$ cat config.mk
export PLATFORM = sky130hd
export DESIGN_NAME = xgmm_mem_responder
export DESIGN_NICKNAME = d
export VERILOG_FILES = /design/src/rtl/xgmm_mem_responder.sv
export SDC_FILE = /design/constraint.sdc
export NUM_CORES = 1
export LEC_CHECK = 0
export BUFFER_PORTS_ARGS = -buffer_cell sky130_fd_sc_hd__buf_2
export CAP_MARGIN = 20
export CORE_ASPECT_RATIO = 1.1
export CORE_MARGIN = 4
export CORE_UTILIZATION = 51
export DETAILED_ROUTE_END_ITERATION = 10
export HOLD_SLACK_MARGIN = 0.03
export PLACE_DENSITY = 0.9
export SLEW_MARGIN = 20
export SYNTH_ARGS = -nofsm -noshare
export SYNTH_HDL_FRONTEND = slang
export SYNTH_SLANG_ARGS = --single-unit
$ cat constraint.sdc
create_clock -name clk_sys -period 2.5 [get_ports clk_sys]
set_input_delay 0.5 -clock clk_sys [delete_from_list [all_inputs] [get_ports clk_sys]]
set_output_delay 0.5 -clock clk_sys [all_outputs]
set_load 0.005 [all_outputs]
$ cat src/rtl/xgmm_mem_responder.sv
// xgmm_mem_responder: memory-side responder for the XG memory manager burst
// interface. Each accepted request moves one aligned four-word burst between
// the initiator and a single-port synchronous RAM with RD_LAT read latency.
module xgmm_mem_responder #(
   parameter int RD_LAT = 1
) (
   input  logic        clk_sys,
   input  logic        rst_n,
   input  logic        mem_req,
   input  logic        mem_wren,
   input  logic [16:0] mem_addr,
   input  logic [15:0] to_mem,
   output logic        mem_ready,
   output logic [1:0]  mem_offset,
   output logic [15:0] from_mem,
   output logic [16:0] ram_addr,
   output logic        ram_wren,
   output logic [15:0] ram_wdata,
   input  logic [15:0] ram_rdata,
   output logic        busy
);

   typedef enum logic [1:0] {S_IDLE, S_READ, S_WRITE, S_GAP} state_t;

   state_t                 state;
   logic [14:0]            base;      // aligned burst base, address bits [16:2]
   logic [1:0]             cnt;       // next word to present to the RAM
   logic                   issuing;   // read addresses still being presented
   logic                   wr_ready;  // write word strobe
   logic [1:0]             wr_off;    // write word index
   // Read return delay line: stage 0 is aligned with the address on ram_addr,
   // stage RD_LAT with the matching word on ram_rdata.
   logic [RD_LAT:0]        vld_pipe;
   logic [RD_LAT:0][1:0]   off_pipe;

   // Burst word index bits of the request are deliberately discarded.
   logic [1:0]             unused_lsb;
   assign unused_lsb = mem_addr[1:0];

   // Burst sequencer and read-return delay line.
   always_ff @(posedge clk_sys) begin
      if (!rst_n) begin
         state    <= S_IDLE;
         base     <= '0;
         cnt      <= '0;
         issuing  <= 1'b0;
         wr_ready <= 1'b0;
         wr_off   <= '0;
         ram_addr <= '0;
         ram_wren <= 1'b0;
         busy     <= 1'b0;
         vld_pipe <= '0;
         off_pipe <= '0;
      end else begin
         for (int i = 1; i <= RD_LAT; i++) begin
            vld_pipe[i] <= vld_pipe[i-1];
            off_pipe[i] <= off_pipe[i-1];
         end
         vld_pipe[0] <= 1'b0;

         case (state)
            S_IDLE: begin
               if (mem_req) begin
                  // Word 0 goes out on the accept edge, so the counter
                  // continues from word 1.
                  base     <= mem_addr[16:2];
                  ram_addr <= {mem_addr[16:2], 2'b00};
                  cnt      <= 2'd1;
                  busy     <= 1'b1;
                  if (mem_wren) begin
                     state    <= S_WRITE;
                     ram_wren <= 1'b1;
                     wr_ready <= 1'b1;
                     wr_off   <= 2'd0;
                  end else begin
                     state       <= S_READ;
                     issuing     <= 1'b1;
                     vld_pipe[0] <= 1'b1;
                     off_pipe[0] <= 2'd0;
                  end
               end
            end

            S_READ: begin
               if (issuing) begin
                  ram_addr    <= {base, cnt};
                  vld_pipe[0] <= 1'b1;
                  off_pipe[0] <= cnt;
                  cnt         <= cnt + 2'd1;
                  if (cnt == 2'd3)
                     issuing <= 1'b0;
               end
               // Leave once the last word is on the return side.
               if (vld_pipe[RD_LAT] && off_pipe[RD_LAT] == 2'd3)
                  state <= S_GAP;
            end

            S_WRITE: begin
               if (wr_off == 2'd3) begin
                  state    <= S_GAP;
                  wr_ready <= 1'b0;
                  ram_wren <= 1'b0;
                  wr_off   <= 2'd0;
               end else begin
                  ram_addr <= {base, cnt};
                  wr_off   <= cnt;
                  cnt      <= cnt + 2'd1;
               end
            end

            S_GAP: begin
               state <= S_IDLE;
               busy  <= 1'b0;
            end

            default: begin
               state <= S_IDLE;
               busy  <= 1'b0;
            end
         endcase
      end
   end

   assign mem_ready  = wr_ready | vld_pipe[RD_LAT];
   assign mem_offset = vld_pipe[RD_LAT] ? off_pipe[RD_LAT] : wr_off;
   assign from_mem   = ram_rdata;
   assign ram_wdata  = to_mem;

endmodule

==> results of run 1 <==
==> cells by family after synthesis <==
group,after synthesis
DFF,47
AOI/OAI and AO/OA,64
adders and majority gates,9
muxes,25
and+or+nand+nor,70
buffers and inverters,55
==> worst paths after layout <==
kind / from / end / cells after the start
worst max-delay path: state[1]$_SDFFE_PN0P_ / ram_addr[0]$_SDFFE_PN0P_ / 6
worst min-delay path: mem_addr[4] / base[2]$_SDFFE_PN0P_ / 3
worst max register to register: state[1]$_SDFFE_PN0P_ / ram_addr[0]$_SDFFE_PN0P_ / 6
worst min register to register: vld_pipe[0]$_SDFF_PN0_ / vld_pipe[1]$_SDFF_PN0_ / 1
==> cell usage in the layout (no fill, tap or decap) <==
master	n
dfxtp_1	47
nand2_1	41
buf_2	40
mux2i_1	20
a21oi_1	20
a41oi_1	16
a211oi_2	10
ha_1	9
nand3_1	7
a211oi_1	7
nand2b_1	6
buf_4	6
mux2_2	5
and2_1	5
clkbuf_8	5
o211ai_1	4
inv_1	3
a21boi_0	3
and3_1	3
nor2b_1	2
nand3b_1	2
or2_2	1
and4_4	1
clkinv_1	1
and2b_1	1
a211o_1	1
o21ai_0	1
nor2_1	1
o21a_1	1
a2111oi_0	1
clkinvlp_4	1
clkbuf_1	1
clkinv_2	1
==> layer usage <==
metal	vias up	routed length [um]	GRT usage, %
met4	0	68	5.160
met1	937	2160	21.89
met2	61	2536	30.05
li1	926	-	-
met5	-	0	0
met3	7	365	4.406
==> final cells by class <==
cell class / count / share of cell area, %
sequential: 47 / 36.77
clock buffer: 6 / 2.836
clock inverter: 2 / 0.4890
inverter: 4 / 0.5868
tap: 56 / 2.738
timing repair buffer: 46 / 9.584
multi-input combinational: 168 / 46.99
==> power by group <==
group / switching [mW] / internal, mW / leakage (nW) / total (mW)
clock network: 0.252 / 0.196 / 0.0412 / 0.447
registers: 0.121 / 0.937 / 0.386 / 1.06
logic: 0.763 / 0.629 / 0.625 / 1.39
total: 1.14 / 1.76 / 1.05 / 2.90
==> metrics by stage <==
stage / power [mW] / hold WS, ns / setup slack [ns] / cell area [sq um] / instances
after floorplan: 2.200 / 0.4119 / 0.7700 / 2502 / 270
after global placement: 2.411 / 0.4143 / 0.6832 / 2474 / 321
after detailed placement: 2.474 / 0.4218 / 0.6083 / 2474 / 321
after CTS: 2.914 / 0.4376 / 0.5793 / 2559 / 329
after global routing: 3.104 / 0.4319 / 0.4346 / 2559 / 329
final: 2.897 / 0.4369 / 0.5711 / 2559 / 329
==> sequential cells by signal (all words and copies together) (netlist names), 2 cells and up <==
register  flops
off_pipe      4
ram_addr     17
vld_pipe      2
wr_off        2
cnt           2
base         15
state         2
==> worst min-delay path, delay by kind of cell <==
kind	cells	cell delay (ns)
and+or+nand+nor	1	0.05
AOI/OAI and AO/OA	1	0.05
buffers and inverters	1	0.10
==> results_dict.tcl, run 1 <==
set metrics [dict create \
    yosys_register_bits 47 \
    slew_viol_final 0 \
    grt-ovfl-total 0 \
    synthSimpleGateAreaFrac_pct 13.30 \
    nets 334 \
    grt_max_degree 36 \
    arrival_ns 2.16 \
    slowest_delay_ns 0.47 \
    synth_area_leaders "dfxtp_1 38%, buf_4 9.6%, mux2i_1 8.0%" \
    critPathMaxFanout 19 \
    drive_gt1_share_pct 25.64 \
    syn_avg_cell_area_sq_um 9.268 \
    die_x_um 74.79 \
    ant_nets 0 \
    power.density_mw_per_mm2 1132 \
    track_usage_pct 17.63 \
    synth-xor-area-share_pct 0 \
    cts_resized 0 \
    async_reset_ff_share_pct 0 \
    power.leakage_nw 1.052 \
    drc 0 \
    vias_per_cell 5.869 \
    place_hpwl_um 3509 \
    synth-main-ff-cell "dfxtp_1" \
    synth_compound_area_share_pct 20.00 \
    clock_path_buffers 2 \
    grt_first_pass_wirelength_um 8362 \
    multi_input_area_sq_mm 0.001202 \
    synth_top_area_share_pct 37.60 \
    required_ns 2.73 \
    cts_setup_buffers 0 \
    endpoint_kind "register" \
    clock_sinks 47 \
    netlist_instances 270 \
    antenna_found_initial 0 \
    numPortBuffers 40 \
    cp_cell_sequence "inv_1, ha_1, nand2b_1, buf_4, and4_4, mux2i_1" \
    cts_htree_levels 2 \
    cap_violations 0 \
    gp_congestion 0.8382 \
    drt_iter0_markers 107 \
    crit_family "simple AND/OR/NAND/NOR gates" \
    ys_types 32 \
    syn_nets 332 \
    outcome "finished, final reports clean" \
    period_minus_slack_ns 1.929 \
    yosysWarnings 0 \
    r2r_slack_ns 0.57 \
    synth_edf_count 0 \
    worstSetupStartpointType "register" \
    path_buf_inv 2 \
    start_util_pct 53.42 \
    cts_root_buf "clkbuf_8" \
    hold_class "input port to register" \
    post-route-period-util_pct 77.15 \
    wl_um 5131 \
    core_sq_mm 0.004684 \
    area.sequential_sq_um 940.9 \
    utilization_pct 54.62 \
    clock_latency_ns 0.30 \
    dr.pass1.iters 4 \
    max_slew_margin_pct 61.14 \
    area_growth_pct 2.250 \
    via_count 1931 \
    cts_tree "built" \
    tightest_slew_ns 0.5815 \
    synth.top_cells.by_count "47 x dfxtp_1, 41 x nand2_1, 32 x buf_4, 20 x a21oi_1, 20 x mux2i_1" \
    postCtsHoldBufs 0 \
    antenna_cells 0 \
    clock_skew_ns 0.006473 \
    clk_pin_slew_worst_paths_ns 0.09 \
    pin_count 107 \
    peakVddDrop_mv 0.6154 \
    synthMuxAreaShare_pct 10.25 \
    tns_ns 0 \
    synth_fa_ha_area_share_pct 4.500 \
    yosys.cell_count.top_type "dfxtp_1" \
    dieArea_sq_mm 0.006092 \
    grt_pass1_vias 1809 \
    crit_path_top_delay_cell "and4_4" \
    cts_inserted_buffers 5 \
    ys_seq_area_share_pct 37.60 \
    synth_top_family_by_area "compound AO/OA/AOI/OAI gates" \
    synthesis.area_sq_mm 0.002502 \
    post_drt_wl_per_cell_um 15.60 \
    final_hold_viol_count 0 \
    rows 26 \
    yosysTopAreaCell "dfxtp_1" \
    max_freq_mhz 518.4 \
    fp.dieH_um 81.47 \
    nFillCells 430 \
    crit_type "register to register" \
    finalSetupViolCount 0 \
    rsz0062_at_grt "no" \
]
Note: power is estimated with default switching activity, not from simulation.
==> run 2, diff against run 1 <==
--- a/config.mk
+++ b/config.mk
@@ -9,10 +9,10 @@
 export CAP_MARGIN = 20
 export CORE_ASPECT_RATIO = 1.1
 export CORE_MARGIN = 4
-export CORE_UTILIZATION = 51
+export CORE_UTILIZATION = 48
 export DETAILED_ROUTE_END_ITERATION = 10
 export HOLD_SLACK_MARGIN = 0.03
-export PLACE_DENSITY = 0.9
+export PLACE_DENSITY = 0.85
 export SLEW_MARGIN = 20
 export SYNTH_ARGS = -nofsm -noshare
 export SYNTH_HDL_FRONTEND = slang
==> constraint.sdc (replaced) <==
create_clock -name clk_sys -period 1.8 [get_ports clk_sys]
set_input_delay 0.36 -clock clk_sys [delete_from_list [all_inputs] [get_ports clk_sys]]
set_output_delay 0.36 -clock clk_sys [all_outputs]
set_load 0.005 [all_outputs]
==> run 2 against run 1 <==
Against the previous run: total power up 39%; core utilization shrank 2.8 points; sequential cell count unchanged; count of clock-buffer cells in the layout did not move; combinational power rose by 44%; die area rose by 5.6%; via count fell by 0.31%; hold slack worse by 0.12 ns; cell area up 2.0%; first-iteration DRC count shrank 40%; critical path type unchanged.
==> results_dict.tcl, run 2 (synthesized netlist as in run 1, its figures left out) <==
set metrics [dict create \
    grt_pass1_vias 1864 \
    cts_tree "built" \
    max_slew_margin_pct 61.40 \
    clock_latency_ns 0.29 \
    hold_depth 3 \
    drt_iter0_markers 64 \
    cts_setup_buffers 0 \
    hold_class "input port to register" \
    arrival_ns 1.88 \
    top_layer_used "met4" \
    fin_cells 335 \
    die_x_um 76.85 \
    met1_length_um 2137 \
    post_drt_wl_per_cell_um 15.17 \
    numPortBuffers 40 \
    via_count 1925 \
    ant_nets 0 \
    power.leakage_nw 1.080 \
    fp.dieH_um 83.73 \
    worstRegToRegCells 5 \
    clk_pin_slew_worst_paths_ns 0.08 \
    antenna_cells 0 \
    max_freq_mhz 595.8 \
    grt_max_degree 32 \
    power.density_mw_per_mm2 1544 \
    pin_count 107 \
    required_ns 2.01 \
    tightest_slew_ns 0.5790 \
    drc 0 \
    clock_sinks 47 \
    final_area_sq_mm 0.002609 \
    peakVddDrop_mv 0.9002 \
    pre_cts_ws_ns 0.08048 \
    place_area_sq_mm 0.002534 \
    cap_violations 0 \
    track_usage_pct 16.10 \
    critPathMaxFanout 19 \
    postCtsHoldBufs 0 \
    area_growth_pct 4.250 \
    met2RoutedLength_um 2639 \
    wl_um 5081 \
    start_util_pct 49.71 \
    place_hpwl_um 3708 \
    period_minus_slack_ns 1.678 \
    rows 27 \
    multi_input_area_sq_mm 0.001205 \
    layout_common_cells "47 x dfxtp_1, 41 x nand2_1, 40 x buf_2" \
    area.sequential_sq_um 940.9 \
    vias_per_cell 5.746 \
    placed_cells 329 \
    largest_reg_flops 17 \
    slew_viol_final 0 \
    gp_congestion 0.8106 \
    post-route-period-util_pct 93.25 \
    final_common_cell "dfxtp_1" \
    dr.pass1.iters 4 \
    worst_slack_ns 0.1216 \
    final_hold_viol_count 0 \
    nets 340 \
    antenna_found_initial 0 \
    rsz0062_at_grt "no" \
    cts_inserted_buffers 5 \
    cts_root_buf "clkbuf_8" \
    worstSetupStartpointType "register" \
    dieArea_sq_mm 0.006434 \
    cts_htree_levels 2 \
    largestRegisters "ram_addr: 17 flops, base: 15 flops, off_pipe: 4 flops" \
    regMostFlops "ram_addr" \
    nFillCells 461 \
    clock_skew_ns 0.005607 \
    utilization_pct 51.83 \
    endpoint_kind "register" \
    clock_path_buffers 2 \
    outcome "finished, final reports clean" \
    grt-ovfl-total 0 \
    crit_type "register to register" \
    drive_gt1_share_pct 27.08 \
    dr_wl_met3_um 288 \
    finalSetupViolCount 0 \
    core_sq_mm 0.005034 \
    tns_ns 0 \
    grt_first_pass_wirelength_um 8556 \
]
[run 2: path summary, 6_finish.rpt]
kind / from / end / slack, ns
setup / recovery: state[0]$_SDFFE_PN0P_ / cnt[1]$_SDFFE_PN0P_ / 0.12
hold / removal: mem_addr[3] / base[1]$_SDFFE_PN0P_ / 0.31
setup reg to reg: state[0]$_SDFFE_PN0P_ / cnt[1]$_SDFFE_PN0P_ / 0.12
hold reg to reg: off_pipe[0]$_SDFFE_PN0P_ / off_pipe[2]$_SDFF_PN0_ / 0.45
[run 2: where the power goes]
part	internal, mW	switching, mW	leakage, nW
logic	0.936	1.07	0.657
clock network	0.259	0.312	0.0371
registers	1.30	0.152	0.386
[run 2: stage by stage]
step	power, mW	hold WS, ns
after global routing	4.336	0.3049
after global placement	3.423	0.4146
after floorplan	3.056	0.4119
final	4.029	0.3138
after CTS	4.069	0.3016
after detailed placement	3.493	0.4411
[run 2: critical path: stages (launching register included)]
cell	delay [ns]
dfxtp_1	0.39
inv_1	0.11
ha_1	0.25
nand3_1	0.14
and4_4	0.44
mux2i_1	0.27
[run 2: routing by layer]
layer / global-route usage [%] / up-vias
met1: 18.79 / 934
li1: - / 939
met4: 4.448 / 0
met3: 5.292 / 4
met2: 27.97 / 48
met5: 0 / -
[run 2: repair_timing]
| action | in CTS | in global routing |
|---|---|---|
| hold endpoints to repair | 0 | 0 |
| setup endpoints to repair | 0 | 7 |
| resized for setup | 0 | 1 |
[run 2: layout make-up]
cell class              instances  share of cell area [%]
well taps                      58                   2.782
multi-input cells             168                   46.19
repair buffers                 52                   11.61
clock buffers                   6                   2.782
flip-flops and latches         47                   36.07
inverters                       4                  0.5755
